**src/rtl/booth_seq_ctrl.sv**
```systemverilog
// Sequential radix-2 Booth multiplier, one add/sub + shift per clock.
// Define BOOTH_SEQ_ABORT_EN to add an abort input that cancels a RUN.
module booth_seq_ctrl #(
  parameter int WIDTH = 8
) (
  input  logic               clk,
  input  logic               rst_n,
  input  logic               start,
`ifdef BOOTH_SEQ_ABORT_EN
  input  logic               abort,
`endif
  input  logic [WIDTH-1:0]   multiplicand,
  input  logic [WIDTH-1:0]   multiplier,
  output logic               ready,
  output logic               busy,
  output logic               done,
  output logic [2*WIDTH-1:0] product
);

  localparam int CW = $clog2(WIDTH + 1);

  typedef enum logic [1:0] {
    S_IDLE,
    S_RUN,
    S_DONE
  } state_t;

  state_t r_state;
  state_t w_state_nxt;

  logic [WIDTH:0]     r_a;
  logic [WIDTH:0]     r_m;
  logic [WIDTH-1:0]   r_q;
  logic               r_qm1;
  logic [CW-1:0]      r_cnt;
  logic [2*WIDTH-1:0] r_product;

  logic               w_abort;
  logic               w_accept;
  logic               w_last;
  logic [WIDTH:0]     w_sum;
  logic [2*WIDTH+1:0] w_sh;

`ifdef BOOTH_SEQ_ABORT_EN
  assign w_abort = abort;
`else
  assign w_abort = 1'b0;
`endif

  always_ff @(posedge clk) begin
    if (!rst_n) r_state <= S_IDLE;
    else        r_state <= w_state_nxt;
  end

  always_comb begin
    w_state_nxt = r_state;
    w_accept    = 1'b0;
    w_last      = 1'b0;
    case (r_state)
      S_IDLE: begin
        if (start) begin
          w_accept    = 1'b1;
          w_state_nxt = S_RUN;
        end
      end
      S_RUN: begin
        if (w_abort) begin
          w_state_nxt = S_IDLE;
        end else if (r_cnt == CW'(1)) begin
          w_last      = 1'b1;
          w_state_nxt = S_DONE;
        end
      end
      S_DONE:  w_state_nxt = S_IDLE;
      default: w_state_nxt = S_IDLE;
    endcase
  end

  always_comb begin
    w_sum = r_a;
    case ({r_q[0], r_qm1})
      2'b01:   w_sum = r_a + r_m;
      2'b10:   w_sum = r_a - r_m;
      default: w_sum = r_a;
    endcase
    // {A',Q,q_m1} >>> 1: q_m1 drops out, sign of A' enters on the left
    w_sh = {w_sum[WIDTH], w_sum, r_q};
  end

  always_ff @(posedge clk) begin
    if (!rst_n) begin
      r_a       <= '0;
      r_m       <= '0;
      r_q       <= '0;
      r_qm1     <= 1'b0;
      r_cnt     <= '0;
      r_product <= '0;
    end else begin
      if (w_accept) begin
        r_a   <= '0;
        r_q   <= multiplier;
        r_qm1 <= 1'b0;
        r_m   <= {multiplicand[WIDTH-1], multiplicand};
        r_cnt <= CW'(WIDTH);
      end else if (r_state == S_RUN) begin
        r_a   <= w_sh[2*WIDTH+1:WIDTH+1];
        r_q   <= w_sh[WIDTH:1];
        r_qm1 <= w_sh[0];
        r_cnt <= r_cnt - CW'(1);
      end
      if (w_last) r_product <= w_sh[2*WIDTH:1];
    end
  end

  assign ready   = (r_state == S_IDLE);
  assign busy    = (r_state == S_RUN) || (r_state == S_DONE);
  assign done    = (r_state == S_DONE);
  assign product = r_product;

endmodule

```
**config.mk**
```make
export PLATFORM = sky130hd
export DESIGN_NAME = booth_seq_ctrl
export DESIGN_NICKNAME = d
export VERILOG_FILES = /design/src/rtl/booth_seq_ctrl.sv
export SDC_FILE = /design/constraint.sdc
export NUM_CORES = 1
export LEC_CHECK = 0
export ABC_AREA = 0
export CORE_AREA = 2 2 118 63
export DETAILED_ROUTE_END_ITERATION = 16
export DIE_AREA = 0 0 120 65
export PLACE_DENSITY = 0.62
export SLEW_MARGIN = 20
export SYNTH_ARGS = -nofsm -noshare
export SYNTH_HDL_FRONTEND = slang
export SYNTH_SLANG_ARGS = --single-unit
```
**constraint.sdc**
```tcl
create_clock -name clk -period 3.6 [get_ports clk]
set_input_delay 1.08 -clock clk [delete_from_list [all_inputs] [get_ports clk]]
set_output_delay 1.08 -clock clk [all_outputs]
set_load 0.02 [all_outputs]
```
==> results.cfg <==
[synthesis]
synth.top_cells.by_area = dfxtp_1 39%, ha_1 7.7%, mux2i_1 6.2%
async_reset_ff_frac = 0
yosysUniqueCellTypes = 35
post_synthesis_instance_area_um2 = 2420
yosysSeqAreaShare = 0.388
synth_largest_type_area_fraction = 0.388
yosys_most_used_dff = dfxtp_1
post_synth_edffs = 0
avgSynthCellArea_um2 = 8.39
syn_nets = 324
cell_taking_the_most_area_after_synthesis = dfxtp_1
synth.yosys.warnings = 0
yosys_register_bits = 47
synth_cells = 289

[clock_network]
cts-root-to-sink-buffers = 2
postCtsHoldBufs = 0
cts-root-buf = clkbuf_16
ctsResizeCount = 0
clk_pin_slew_worst_paths_ns = 0.06
ctsHtreeMaxLevel = 2
cts.repair_timing.setup_buffer_count = 0
cts_tree = yes
clock_insertion_delay_worst_skew_ns = 0.29
clock_sinks = 47
cts_made_buffers = 5

[sta]
finalCriticalPeriod_ns = 2.75
finalMaxSlewViolations = 0
report.final.hold_viol_count = 0
finalSetupViolCount = 0
fmax_mhz = 364
worst-slew-pin-transition_ns = 0.821
period_share = 0.763
final.setup.tns_ns = 0
fin_skew_ns = 0.00723
grt_setup_unrepaired = no
max-slew-margin-rel = 0.453

[finish]
area_growth_pct = 24.9
final_layout_size_suffix_gt1_frac = 0.0530
register_area_um2 = 941
multi_input_area_um2 = 1370
finalNetCount = 355
final_area_um2 = 3030
final.fill_count = 702
antenna_cells_inserted = 0
finished_core_util = 0.438

[setup_path]
critical_path.endpoint_type = flop
worst-path-max-fanout = 5
worst_path_top_cell_family_by_delay = compound AO/OA/AOI/OAI gates
timing.setup.critical_path_class = reg2reg
cp_slowest_stage_delay_ns = 0.42
worstPathCellList = inv_1, ha_1, a21oi_1, xnor2_1, ha_1, a21oi_2, nor2b_1, o41ai_4, xnor2_1, or4_1, a21oi_1
worstPathBufferInverterCount = 1
arrival_ns = 2.97
crit_path_start_kind = flop
cpMaxStageDelayCell = dfxtp_1
cp_data_required_time_ns = 3.82

[die]
initial_utilization = 0.351
die_h_um = 65
placeableCoreArea_um2 = 6910
num_io_pins = 38
die_width_um = 120
rows = 22
fp.dieArea_um2 = 7800

[hold_path]
worstHoldPathType = reg2reg

[run]
drv_cap = 0

[pwr]
ir_worst_vdd_uv = 198
p_per_cell_area_nw_per_um2 = 479
p_leak_uw = 0.00110

[global_route]
grt_antenna_before_repair = 0
wire_length_of_the_first_global_routing_pass_um = 9350
global_route.usage.total = 0.154
globalRoute.totalOverflow = 0
grt_pass1_vias = 1855
maximum_number_of_pins_on_one_net_before_global_route_repair = 22

[detailed_routing]
vias_per_cell = 4.97
routed_wire_length_per_instance_um = 13.5
antenna_violating_nets_post_route = 0
vias = 2072
drt_first_iter_violations = 93
detailedRoute.firstPassIterationCount = 4
remaining_routing_drc_violations = 0
routed_wl_um = 5630

[placed_design]
final_estimated_routing_congestion_in_global_placement = 0.794
dp.final_hpwl_um = 4270
portBuffers = 37
place_area_um2 = 2880

[run_status]
outcome = completed
-- synthesized netlist by cell type, drive strengths merged, types with 4 or more instances --
library cell / number
o21ai: 12
clkbuf: 13
inv: 13
dfxtp: 47
xnor2: 13
nand2b: 6
nand2: 40
buf: 4
ha: 15
nor2: 27
nor3: 6
a31oi: 5
a211oi: 17
mux2i: 15
a21oi: 31
-- registers in the layout, indices dropped and copies added, names as in the netlist --
| name | count |
|---|---|
| product | 16 |
| r_a | 8 |
| r_cnt | 4 |
| r_m | 8 |
| r_q | 8 |
| r_qm1 | 1 |
| r_state | 2 |
-- worst paths after layout --
check	startpoint	endpoint	slack, ns	cells after the start
max	r_m[0]	r_a[7]	0.85	11
min	product[2]	product[2]	0.45	2
max reg2reg	r_m[0]	r_a[7]	0.85	11
min reg2reg	product[2]	product[2]	0.45	2
-- stage by stage --
step | cells | hold slack (ns) | total power, µW | setup slack [ns]
floorplan | 289 | 0.444 | 882 | 1.07
global route | 417 | 0.477 | 1530 | 0.648
detailed placement | 409 | 0.447 | 984 | 0.854
finish | 417 | 0.453 | 1450 | 0.852
global placement | 409 | 0.446 | 976 | 0.894
CTS | 417 | 0.455 | 1470 | 0.840
-- logic make-up (layout without fill, tap and decap cells) --
kind of cell / after synthesis / after routing / share of synthesized area
multiplexers: 15 / 15 / 0.0619
buffers and inverters: 30 / 62 / 0.0480
XOR/XNOR: 15 / 15 / 0.0542
flip-flops: 47 / 47 / 0.388
AND/OR/NAND/NOR: 89 / 89 / 0.157
AO/OA/AOI/OAI: 77 / 77 / 0.205
adder cells (fa/ha/maj): 16 / 16 / 0.0857
-- worst reg2reg max path, delay by kind of cell, from the launching register on --
kind                     cells  cell delay, ns
AO/OA/AOI/OAI                4            0.77
XOR/XNOR                     2            0.32
adder cells (fa/ha/maj)      2            0.59
buffers and inverters        1            0.09
flip-flops                   1            0.42
AND/OR/NAND/NOR              2            0.49
-- area by class of cell --
cell class / count / share of cell area
Clock inverter: 1 / 0.00289
Sequential cell: 47 / 0.311
Clock buffer: 7 / 0.0471
Inverter: 13 / 0.0161
Multi-Input combinational cell: 212 / 0.451
Timing Repair Buffer: 41 / 0.132
Tap cell: 96 / 0.0397
-- cells in the final DEF (no fill, tap or decap), types with 2 or more instances in the layout --
cell type / synthesis / final
dfxtp_1: 47 / 47
a21oi_1: 29 / 29
ha_1: 15 / 15
nand3_1: 3 / 3
clkbuf_16: 0 / 5
nand2_1: 40 / 40
nand2b_1: 6 / 6
nor3_1: 6 / 6
nor2_1: 27 / 27
inv_1: 13 / 13
o22ai_1: 2 / 2
o21ai_0: 12 / 12
o21a_1: 3 / 3
o31ai_1: 2 / 2
xnor2_1: 13 / 13
a31oi_1: 5 / 5
a211oi_1: 17 / 17
clkdlybuf4s50_1: 0 / 37
xor2_1: 2 / 2
mux2i_1: 15 / 15
buf_4: 0 / 4
a21oi_2: 2 / 2
-- metal layers --
layer,up-vias,GRT usage,part of all wire
met5,-,0,0
met4,0,0.0485,0.012
met3,9,0.0449,0.060
met2,51,0.208,0.37
met1,946,0.230,0.56
li1,1066,-,-
-- power breakdown --
part / leakage [µW] / internal, µW / switching, µW
Sequential: 0.000383 / 550 / 28.6
Combinational: 0.000646 / 179 / 216
Clock: 0.0000741 / 278 / 198
Total: 0.00110 / 1010 / 442
No activity file was read; power rests on OpenSTA's default activity.
